`src/rtl/fifo_burst_reader_if.sv`:
```
// fifo_burst_reader_if: upstream FIFO read port and downstream valid/ready stream of fifo_burst_reader.
interface fifo_burst_reader_if #(
    parameter int DW = 16,
    parameter int AW = 8
);
    logic [DW-1:0] fifo_q;
    logic          fifo_empty;
    logic [AW-1:0] fifo_usedw;
    logic          fifo_rdreq;
    logic [DW-1:0] m_data;
    logic          m_valid;
    logic          m_ready;
    logic          m_last;
    logic          busy;
    modport master (
        input  fifo_q, fifo_empty, fifo_usedw, m_ready,
        output fifo_rdreq, m_data, m_valid, m_last, busy
    );
    modport slave (
        output fifo_q, fifo_empty, fifo_usedw, m_ready,
        input  fifo_rdreq, m_data, m_valid, m_last, busy
    );
endinterface

```
`src/rtl/fifo_burst_reader.sv`:
```
// fifo_burst_reader: reads BURST_LEN-word bursts from a non-show-ahead FIFO into a 2-entry skid buffer.
// Define FIFO_BURST_READER_CSUM_EN to append a modulo-2^DW checksum word to every burst.
module fifo_burst_reader #(
    parameter int DW        = 16,
    parameter int AW        = 8,
    parameter int BURST_LEN = 16
) (
    input  logic                i_clk,
    input  logic                i_rst_n,
    fifo_burst_reader_if.master bus
);
`ifdef FIFO_BURST_READER_CSUM_EN
    typedef enum logic [1:0] {IDLE, READ, DRAIN, CSUM} state_t;
    logic [DW-1:0] r_sum;
`else
    typedef enum logic [1:0] {IDLE, READ, DRAIN} state_t;
`endif
    state_t        r_state, w_next;
    logic [AW-1:0] r_issue, r_out;
    logic [1:0]    r_cnt, w_cnt_pop;
    logic          r_pend;
    logic [DW-1:0] r_buf0, r_buf1;
    logic          w_data_pop, w_rdreq, w_issue_last, w_out_last;

    assign w_data_pop   = (r_cnt != 2'd0) && bus.m_ready;
    assign w_cnt_pop    = r_cnt - {1'b0, w_data_pop};
    assign w_issue_last = r_issue == AW'(BURST_LEN - 1);
    assign w_out_last   = r_out == AW'(BURST_LEN - 1);
    // Slot accounting counts the word leaving this cycle, so reads stream back-to-back.
    assign w_rdreq      = (r_state == READ) && !bus.fifo_empty && (({1'b0, r_pend} + w_cnt_pop) < 2'd2);

    assign bus.fifo_rdreq = w_rdreq;
    assign bus.busy       = r_state != IDLE;
`ifdef FIFO_BURST_READER_CSUM_EN
    assign bus.m_valid    = (r_cnt != 2'd0) || (r_state == CSUM);
    assign bus.m_data     = (r_state == CSUM) ? r_sum : r_buf0;
    assign bus.m_last     = r_state == CSUM;
`else
    assign bus.m_valid    = r_cnt != 2'd0;
    assign bus.m_data     = r_buf0;
    assign bus.m_last     = (r_cnt != 2'd0) && w_out_last;
`endif

    always_comb begin
        w_next = r_state;
        case (r_state)
            IDLE:    w_next = (bus.fifo_usedw >= AW'(BURST_LEN)) ? READ : IDLE;
            READ:    w_next = (w_rdreq && w_issue_last) ? DRAIN : READ;
`ifdef FIFO_BURST_READER_CSUM_EN
            DRAIN:   w_next = (w_data_pop && w_out_last) ? CSUM : DRAIN;
            CSUM:    w_next = bus.m_ready ? IDLE : CSUM;
`else
            DRAIN:   w_next = (w_data_pop && w_out_last) ? IDLE : DRAIN;
`endif
            default: w_next = IDLE;
        endcase
    end

    always_ff @(posedge i_clk or negedge i_rst_n) begin
        if (!i_rst_n) begin
            r_state <= IDLE;
            r_pend  <= 1'b0;
            r_issue <= '0;
            r_out   <= '0;
            r_cnt   <= '0;
            r_buf0  <= '0;
            r_buf1  <= '0;
`ifdef FIFO_BURST_READER_CSUM_EN
            r_sum   <= '0;
`endif
        end else begin
            r_state <= w_next;
            r_pend  <= w_rdreq;
            r_issue <= (r_state == IDLE) ? '0 : r_issue + AW'(w_rdreq);
            r_out   <= (r_state == IDLE) ? '0 : r_out + AW'(w_data_pop);
            r_cnt   <= w_cnt_pop + {1'b0, r_pend};
            r_buf0  <= (r_pend && w_cnt_pop == 2'd0) ? bus.fifo_q : (w_data_pop ? r_buf1 : r_buf0);
            r_buf1  <= (r_pend && w_cnt_pop == 2'd1) ? bus.fifo_q : r_buf1;
`ifdef FIFO_BURST_READER_CSUM_EN
            r_sum   <= (r_state == IDLE) ? '0 : r_sum + (w_data_pop ? r_buf0 : '0);
`endif
        end
    end
endmodule

```
`src/flat_wrapper.sv`:
```
// flat-port wrapper written by rule: the top's interface ports become plain ports
module fifo_burst_reader_flat 
#(
    parameter int DW        = 16,
    parameter int AW        = 8,
    parameter int BURST_LEN = 16
)
  (i_clk, i_rst_n, bus_fifo_q, bus_fifo_empty, bus_fifo_usedw, bus_m_ready, bus_fifo_rdreq, bus_m_data, bus_m_valid, bus_m_last, bus_busy);
  fifo_burst_reader_if #(.DW(DW), .AW(AW)) bus_i ();
  input  logic i_clk;
  input  logic i_rst_n;
  input wire logic [$bits(bus_i.fifo_q)-1:0] bus_fifo_q;
  input wire logic [$bits(bus_i.fifo_empty)-1:0] bus_fifo_empty;
  input wire logic [$bits(bus_i.fifo_usedw)-1:0] bus_fifo_usedw;
  input wire logic [$bits(bus_i.m_ready)-1:0] bus_m_ready;
  output wire logic [$bits(bus_i.fifo_rdreq)-1:0] bus_fifo_rdreq;
  output wire logic [$bits(bus_i.m_data)-1:0] bus_m_data;
  output wire logic [$bits(bus_i.m_valid)-1:0] bus_m_valid;
  output wire logic [$bits(bus_i.m_last)-1:0] bus_m_last;
  output wire logic [$bits(bus_i.busy)-1:0] bus_busy;
  assign bus_i.fifo_q = bus_fifo_q;
  assign bus_i.fifo_empty = bus_fifo_empty;
  assign bus_i.fifo_usedw = bus_fifo_usedw;
  assign bus_i.m_ready = bus_m_ready;
  assign bus_fifo_rdreq = bus_i.fifo_rdreq;
  assign bus_m_data = bus_i.m_data;
  assign bus_m_valid = bus_i.m_valid;
  assign bus_m_last = bus_i.m_last;
  assign bus_busy = bus_i.busy;
  fifo_burst_reader #(.DW(DW), .AW(AW), .BURST_LEN(BURST_LEN)) u_core (.i_clk(i_clk), .i_rst_n(i_rst_n), .bus(bus_i));
endmodule
```
`config.mk`:
```
export PLATFORM = sky130hd
export DESIGN_NAME = fifo_burst_reader_flat
export DESIGN_NICKNAME = d
export VERILOG_FILES = /design/src/rtl/fifo_burst_reader_if.sv /design/src/rtl/fifo_burst_reader.sv /design/src/flat_wrapper.sv
export SDC_FILE = /design/constraint.sdc
export NUM_CORES = 1
export LEC_CHECK = 0
export BUFFER_PORTS_ARGS = -buffer_cell sky130_fd_sc_hd__buf_2
export CAP_MARGIN = 10
export CELL_PAD_IN_SITES_DETAIL_PLACEMENT = 0
export CELL_PAD_IN_SITES_GLOBAL_PLACEMENT = 1
export CORE_ASPECT_RATIO = 1.2
export CORE_MARGIN = 2
export CORE_UTILIZATION = 38
export DETAILED_ROUTE_END_ITERATION = 12
export PLACE_DENSITY = 0.8
export SLEW_MARGIN = 20
export SYNTH_ARGS = -nofsm -noshare
export SYNTH_HDL_FRONTEND = slang
export SYNTH_SLANG_ARGS = --single-unit
```
`constraint.sdc`:
```
create_clock -name i_clk -period 2.1 [get_ports i_clk]
set_input_delay 0.42 -clock i_clk [delete_from_list [all_inputs] [get_ports i_clk]]
set_output_delay 0.42 -clock i_clk [all_outputs]
set_load 0.1 [all_outputs]
```
* After elaboration in Yosys (flattened, before gate mapping)
Index checks and enable logic that the tools add are counted.
** Storage, ports and cells
- Flip-flop bits (word level) :: 53
- Input bits :: 28
- Output and inout bits :: 20
- Word-level logic and storage cells :: 40
** Cells by class
- Add/subtract/negate cells :: 4
- Magnitude comparators :: 2
- Equal/unequal tests :: 5
- Multiplexer cells :: 8
- Reduce and logical (&&, ||, !) cells :: 14
** Operator list (count)
- 16-bit two-way mux :: 2
- 8-bit by 1-bit adder with 8-bit output :: 2
- 8-bit by 4-bit == test with 1-bit output (second input constant) :: 2
- 8-bit two-way mux :: 2
- 8-bit by 5-bit >= comparator with 1-bit output (second input constant) :: 1
- 1-bit logical AND :: 8
- 2-bit case mux with 3 select lines :: 1
- 2-bit nonzero test :: 3
- 2-bit by 1-bit == test with 1-bit output (second input constant) :: 2
- 2-bit zero test :: 2
- 2-bit two-way mux :: 2
- 1-bit by 2-bit adder with 2-bit output :: 1
- 2-bit == test (second input constant) :: 1
- 2-bit less-than comparator (second input constant) :: 1
- 2-bit by 1-bit subtractor with 2-bit output :: 1
- 1-bit zero test :: 1
- 1-bit two-way mux :: 1

* Logic depth before layout (Yosys ltp)
Gate-level depths: netlist (run 1).
- Depth after elaboration :: 9
- Mapped depth :: 11
- Gate-level depth less buffers :: 11

* Worst setup path after synthesis (run 1)
Ideal clock, no wire load.
- Kind :: input -> register
- From :: input bus_m_ready
- To :: register u_core.r_issue[6]
- Setup time :: 0.078 ns
- Arrival :: 3.337 ns
- Data required time :: 2.022 ns
- Path slack :: -1.316 ns
- Cell stages on the path :: 11
- Buffers on the path :: 0
- Cells stage by stage :: nand2b_1 -> nand2_1 -> ha_1 -> inv_1 -> a31o_4 -> nor2_1 -> and2_1 -> ha_1 -> nand3_1 -> or3_1 -> a21oi_1
** Between the ends
- Longest elaborated chain between the ends :: 7
** RTL lines
- from (decl) :: line flat_wrapper.sv:15 : input wire logic [$bits(bus_i.m_ready)-1:0] bus_m_ready;
- 1-bit logical AND :: line fifo_burst_reader.sv:25 : assign w_data_pop = (r_cnt != 2'd0) && bus.m_ready;
- 2-bit by 1-bit subtractor with 2-bit output :: line fifo_burst_reader.sv:26 : assign w_cnt_pop = r_cnt - {1'b0, w_data_pop};
- 1-bit by 2-bit adder with 2-bit output :: line fifo_burst_reader.sv:30 : assign w_rdreq = (r_state == READ) && !bus.fifo_empty && (({1'b0, r_pend} + w_cnt_pop) < 2'd2);
- 2-bit less-than comparator :: line fifo_burst_reader.sv:30
- 1-bit logical AND :: line fifo_burst_reader.sv:30
- net bus_fifo_rdreq :: line flat_wrapper.sv:16 : output wire logic [$bits(bus_i.fifo_rdreq)-1:0] bus_fifo_rdreq;
- 8-bit by 1-bit adder with 8-bit output :: line fifo_burst_reader.sv:74 : r_issue <= (r_state == IDLE) ? '0 : r_issue + AW'(w_rdreq);
- 8-bit two-way mux :: line fifo_burst_reader.sv:74
- to (signal assigned) :: line fifo_burst_reader.sv:74
- to (decl) :: line fifo_burst_reader.sv:19 : logic [AW-1:0] r_issue, r_out;
The timed path passes the listed nets, and every way through them passes these cells.
A chain may end at the register's enable or synchronous reset.

* Worst setup path in the final report (run 1)
- From :: register u_core.r_cnt[0]
- To :: output bus_fifo_rdreq
** Between the ends
- Longest elaborated chain between the ends :: 6
** RTL lines
- from (decl) :: line fifo_burst_reader.sv:20 : logic [1:0] r_cnt, w_cnt_pop;
- from (signal assigned) :: line fifo_burst_reader.sv:76 : r_cnt <= w_cnt_pop + {1'b0, r_pend};
- 2-bit nonzero test :: line fifo_burst_reader.sv:25
- 1-bit logical AND :: line fifo_burst_reader.sv:25
- 2-bit by 1-bit subtractor with 2-bit output * :: line fifo_burst_reader.sv:26
- 1-bit by 2-bit adder with 2-bit output * :: line fifo_burst_reader.sv:30
- 2-bit less-than comparator * :: line fifo_burst_reader.sv:30
- 1-bit logical AND * :: line fifo_burst_reader.sv:30
- to (decl) :: line flat_wrapper.sv:16
Mark *: on every way between the ends. The rest lies on a longest branch, timed or not.

==> results of run 1 <==
cell usage after synthesis, drive strengths merged (2+ instances only):
master,count
a21oi,4
and2,5
and3,2
buf,3
clkbuf,5
dfrtp,53
ha,4
inv,4
mux2,16
mux2i,18
nand2,26
nand2b,3
nand3,7
nand4,3
nor2,13
nor3,2
nor4,2
o21ai,20
or3,2
xnor2,4
xor2,4
worst max-delay path: stages (launching register included):
cell,delay [ns]
dfrtp_1,0.39
nand3b_1,0.18
nand2_1,0.08
ha_2,0.17
inv_2,0.05
a31o_4,0.23
nor2_4,0.08
buf_6,0.11
buf_12,0.16
metrics by stage:
stage | setup WS [ns] | util [%] | instances
2_1_floorplan | -0.4348 | - | 212
3_5_place_dp | -0.1302 | 47.15 | 344
6_report | -0.05566 | 49.07 | 354
3_3_place_gp | -0.1227 | 47.15 | 344
4_1_cts | -0.07138 | 48.82 | 353
5_1_grt | -0.1636 | 49.07 | 354
metal layers:
layer,share of wire (%),vias to the layer above,track usage [%]
li1,-,852,-
met1,45,832,17.76
met2,48,37,24.34
met3,5.7,6,3.877
met4,1.4,0,5.000
met5,0,-,0
registers in the layout, indices dropped and copies added, names as in the netlist:
name,count
u_core.bus.m_data,16
u_core.r_buf1,16
u_core.r_issue,8
u_core.r_out,8
u_core.r_cnt,2
u_core.r_state,2
u_core.r_pend,1
area by class of cell:
type                    instances  area [um2]
multi-input cells             147        1071
fillers                       571        3102
flip-flops and latches         53        1326
clock inverters                 1       7.507
repair buffers                 60       389.1
clock buffers                   7       76.32
inverters                       4       15.01
well taps                      82       102.6
final timing paths:
check / startpoint / to / slack (ns) / cells past startpoint
worst max-delay path: u_core.r_cnt[0]$_DFF_PN0_ / bus_fifo_rdreq / -0.06 / 8
worst min-delay path: i_rst_n / u_core.r_out[5]$_DFF_PN0_ / 0.10 / 1
worst max register to register: u_core.r_cnt[0]$_DFF_PN0_ / u_core.r_issue[6]$_DFF_PN0_ / 0.03 / 11
worst min register to register: u_core.r_buf1[4]$_DFFE_PN0P_ / u_core.r_buf1[4]$_DFFE_PN0P_ / 0.51 / 1
max in group asynchronous: i_rst_n / u_core.r_issue[6]$_DFF_PN0_ / 1.44 / 2
min in group i_clk: bus_fifo_q[5] / u_core.bus.m_data[5]$_DFFE_PN0P_ / 0.33 / 3
logic make-up (layout without fill, tap and decap cells):
kind of cell	Yosys count	after routing	share of synthesized area [%]
buffers and inverters	12	72	2.236
AOI/OAI and AO/OA	29	29	7.021
muxes	34	34	14.98
and+or+nand+nor	72	72	15.65
xor gates and xnor gates	8	8	2.912
DFF	53	53	55.12
adders and majority gates	4	4	2.080
repair_timing:
item	4_1_cts	5_1_grt
setup endpoints to repair	1	3
pin swaps	2	0
gates resized for setup	3	2
gates cloned	0	0
buffers inserted	1	1
==> results.md, run 1 <==
- Worst Path Max Fanout: 3
- Hold WC Path Type: in2async
- Hold Buf Count CTS: 0
- Top_reg_cell synth: dfrtp_1
- Share of cells above drive strength 1: 35.29%
- Commonest non-fill, non-tap cell in the layout: dfrtp_1
- Clock latency at the later pin of the worst-skew pair: 0.30 ns
- Crit path DAT: 1.74 ns
- Hold WS: just over 0.1 ns
- PortBufs: 43
- Total GRT Usage: 14.40%
- Crit path capture type: output pin
- Synth area leaders: dfrtp_1 (55%), mux2i_1 (7.5%), mux2_2 (7.5%)
- Syn avg cell area: between 10 and 15 um2
- Root buffer cell: clkbuf_8
- Clk slew on worst S/H paths: approximately 0.090 ns
- Mapped cell area: 2406 um2
- Post-DP HPWL: 3251 um
- DRC viols: 0
- Violated checks: negative setup slack
- Diodes inserted: 0
- Initial Util: 39.51%
- CP required: around 1.7 ns
- Post-layout worst setup margin: -0.05566 ns
- Worst-Margin Slew: approximately 0.58 ns
- Commonest non-fill, non-tap cells in the layout: dfrtp_1 (53), buf_2 (41), nand2_1 (25)
- Period Utilization, post-route: 102.7%
- CTS H-Tree Depth: 2
- Yosys warning count: 0
- Critical path class: reg2out
- Status: finished with violations
- Final Hold Fails: 0
- FFs w/ async S/R, synth: 100.0%
- Die X: ~77 um
- Global-route wire length before repair: 8135 um
- Post-Synthesis Cells: 212
- Violation count after the first detailed-route iteration: 72
- Final setup vio count: 1
- Fmax: 463.9 MHz
- Routed length per placed instance: ~13 um
- TritonCTS clock tree: built
- Cell area after layout: about 3000 um2
- Initial antenna violation count: 0
- Drt total wl: 4557 um
- Number of global-route vias before repair: 1837
- Startpoint class of the critical path: register
- Mapped Nets: 244
- Number of max-cap violations: 0
- Post-synth cell types: 37
- Via density: about 4.9
- Largest net degree at the start of global routing: 33
- Setup tns final: -0.05566 ns
- Final clock skew: just over 0.006 ns
- Clock sink count: 53
- Die height: approximately 91 um
- Placed cell areas: 2872 um2
- Synth Register Bits: 53
- DRT antenna net count: 0
- GRT Residual Overflow: 0
- Minimum clock period: 2.156 ns
- Number of synthesized flops with an enable pin: 0
- Rel. slew slack: 61.46%
- I/O pin total: 48
- Synth-to-layout area growth: 24.18%
- Number of CTS-inserted buffers: 5
- Core Box Area: between 6000 and 7000 um2
- DRT Pass-1 Iters: 4
- DIE AREA: 6987 um2
- Clk buf depth: 2
- Routability cong.: roughly 0.75
- Vias: 1727
- Nets: slightly above 300
- Final Max Slew Viols: 0
- Sequential fraction of the synthesis area: 55.12%
- Row cnt: 31
- RSZ-0062 raised after global routing: true
- Top cell type by total area after synthesis: dfrtp_1
- Yosys top cell area share: 55.12%
Power of run 1 is not shown: default switching activity piles up to over one toggle a cycle in this logic, so the estimate is an artifact.
==> run 2, diff against run 1 <==
Settings changed: CELL_PAD_IN_SITES_DETAIL_PLACEMENT 0 to 1, REMOVE_ABC_BUFFERS from default to 1.
==> run 2 against run 1 <==
Compared with the run above: the run still ends with negative setup slack left; routed wire length is 13% higher; clock-buffer cell count did not move; worst hold slack better by 0.025 ns; clock skew barely moved; global-route usage grew 2.0 points; register-to-register slack worse by 0.06 ns; core utilization is 0.16 points lower; non-clock buffer count increased by 1; critical path type unchanged.
==> results.md, run 2 (same netlist as run 1, synthesis figures left out) <==
- Largest stage delay, worst path: 0.39 ns (about the same)
- Placed insts: 345 (+0.29%)
- Clk slew on worst S/H paths: 0.09 ns (about the same)
- PortBufs: 43 (unchanged)
- Status: finished with violations
- Post-layout worst setup margin: -0.07815 ns (-0.02249 ns)
- Final Max Slew Viols: 0 (unchanged)
- Hold WS: 0.1270 ns (+0.02486 ns)
- Initial Util: 39.51% (unchanged)
- Violation count after the first detailed-route iteration: 60 (-17%)
- Crit path capture type: output pin
- Violated checks: negative setup slack
- Number of max-cap violations: 0 (unchanged)
- Minimum clock period: 2.178 ns (+0.02249 ns)
- Root buffer cell: clkbuf_8
- Via density: 4.975 (+2.0%)
- Nets: 304 (+0.33%)
- Synth-to-layout area growth: 23.77%
- RSZ-0062 raised after global routing: true
- Final Non-Filler Cells: 354 (unchanged)
- I/O pin total: 48 (unchanged)
- Critical path class: reg2out
- DRC viols: 0 (unchanged)
- GRT Residual Overflow: 0 (unchanged)
- Hold Buf Count CTS: 0 (unchanged)
- Row cnt: 31 (unchanged)
- Clk buf depth: 2 (unchanged)
- Largest net degree at the start of global routing: 33 (unchanged)
- Worst Path Max Fanout: 3 (unchanged)
- Diodes inserted: 0 (unchanged)
- Post-DP HPWL: 3795 um (+17%)
- Routability cong.: 0.7875 (+5.0%)
- Global-route wire length before repair: 9204 um (+13%)
- Crit path DAT: 1.76 ns (+0.02 ns)
- DIE AREA: 6987 um2 (unchanged)
- CP required: 1.68 ns (about the same)
- Final clock skew: 0.006199 ns (+0.00005662 ns)
- Slowest cell on crit path: dfrtp_1
- CTS H-Tree Depth: 2 (unchanged)
- Clock sink count: 53 (unchanged)
- Commonest non-fill, non-tap cell in the layout: dfrtp_1
- Fmax: 459.1 MHz (-1.0%)
- Die X: 76.64 um (unchanged)
- DRT Pass-1 Iters: 3 (-1)
- Core Box Area: 6090 um2 (unchanged)
- Final setup vio count: 2 (+1)
- Routed length per placed instance: 14.56 um (+13%)
- Number of CTS-inserted buffers: 5 (unchanged)
- Layout fillers: 691 (+21%)
- Share of cells above drive strength 1: 35.29% (unchanged)
- Vias: 1761 (+2.0%)
- Drt total wl: 5155 um (+13%)
- Placed cell areas: 2848 um2 (-0.83%)
- Period Utilization, post-route: 103.7% (+1.1 points)
- Setup tns final: -0.1045 ns (-0.04881 ns)
- CP cell instances: nand3b_1 > nand2_1 > ha_2 > inv_2 > a31o_4 > nor2_4 > buf_6 > buf_12
- Die height: 91.17 um (unchanged)
- Total GRT Usage: 16.38% (+2.0 points)
- DRT antenna net count: 0 (unchanged)
- Clock latency at the later pin of the worst-skew pair: 0.30 ns (about the same)
- Rel. slew slack: 58.30% (-3.2 points)
- TritonCTS clock tree: built
- Number of global-route vias before repair: 1976 (+7.6%)
- Commonest non-fill, non-tap cells in the layout: dfrtp_1 (53), buf_2 (41), nand2_1 (25)
- Final Hold Fails: 0 (unchanged)
- Startpoint class of the critical path: register
- Cell area after layout: 2978 um2 (-0.34%)
- Hold WC Path Type: in2async
- Worst-Margin Slew: 0.6255 ns (+0.04738 ns)
- Initial antenna violation count: 0 (unchanged)
## run 2: changes by cell type in the layout (fill, tap and decap cells not counted), sizes merged
cell / before / now
clkinvlp: 1 / 0
buf: 60 / 61
## run 2: final cells by class
class,instances,area [um2],share of cell area (%)
clock buffers,7,86.33,2.899
well taps,82,102.6,3.445
repair buffers,61,396.6,13.32
flip-flops and latches,53,1326,44.54
multi-input cells,147,1051,35.29
inverters,4,15.01,0.5042
## run 2: metal layers
layer  wire [um]  up-vias  share of wire [%]  global-route usage (%)
li1            -      852                  -                       -
met1        2177      867                 42                   20.01
met2        2682       36                 52                   28.76
met3         241        6                4.7                   3.678
met4          53        0                1.0                   5.000
met5           0        -                  0                       0
## run 2: path summary, 6_finish.rpt
kind                       depth (start not counted)                         start                           endpoint  slack, ns
max in group asynchronous                          2                       i_rst_n      u_core.r_buf1[11]$_DFFE_PN0P_       1.40
max reg2reg                                       11     u_core.r_cnt[0]$_DFF_PN0_        u_core.r_issue[6]$_DFF_PN0_      -0.03
min in group i_clk                                 3                 bus_fifo_q[1]   u_core.bus.m_data[1]$_DFFE_PN0P_       0.34
min reg2reg                                        1  u_core.r_buf1[3]$_DFFE_PN0P_       u_core.r_buf1[3]$_DFFE_PN0P_       0.51
max                                                8     u_core.r_cnt[0]$_DFF_PN0_                     bus_fifo_rdreq      -0.08
min                                                1                       i_rst_n  u_core.bus.m_data[13]$_DFFE_PN0P_       0.13
## run 2: metrics by stage
stage,worst slack (ns),util [%]
after floorplan,-1.315,-
after global placement,-0.1213,46.76
after detailed placement,-0.1586,46.76
after CTS,-0.09666,48.67
after global routing,-0.2017,48.90
final,-0.07815,48.90
## run 2: worst max-delay path: cells and delay by family (launching register included)
kind	cells	cell delay [ns]
AO/OA/AOI/OAI	1	0.23
adder cells (fa/ha/maj)	1	0.17
buffers and inverters	3	0.32
flip-flops	1	0.39
AND/OR/NAND/NOR	3	0.34
## run 2: timing repair
item / 4_1_cts / 5_1_grt
cloned: 0 / 0
endpoints found under the hold margin: 0 / 0
resized for setup: 8 / 1
setup buffers: 1 / 1
setup endpoints to repair: 3 / 4
pin swaps: 2 / 2
Power of run 2 is left out for the same reason.
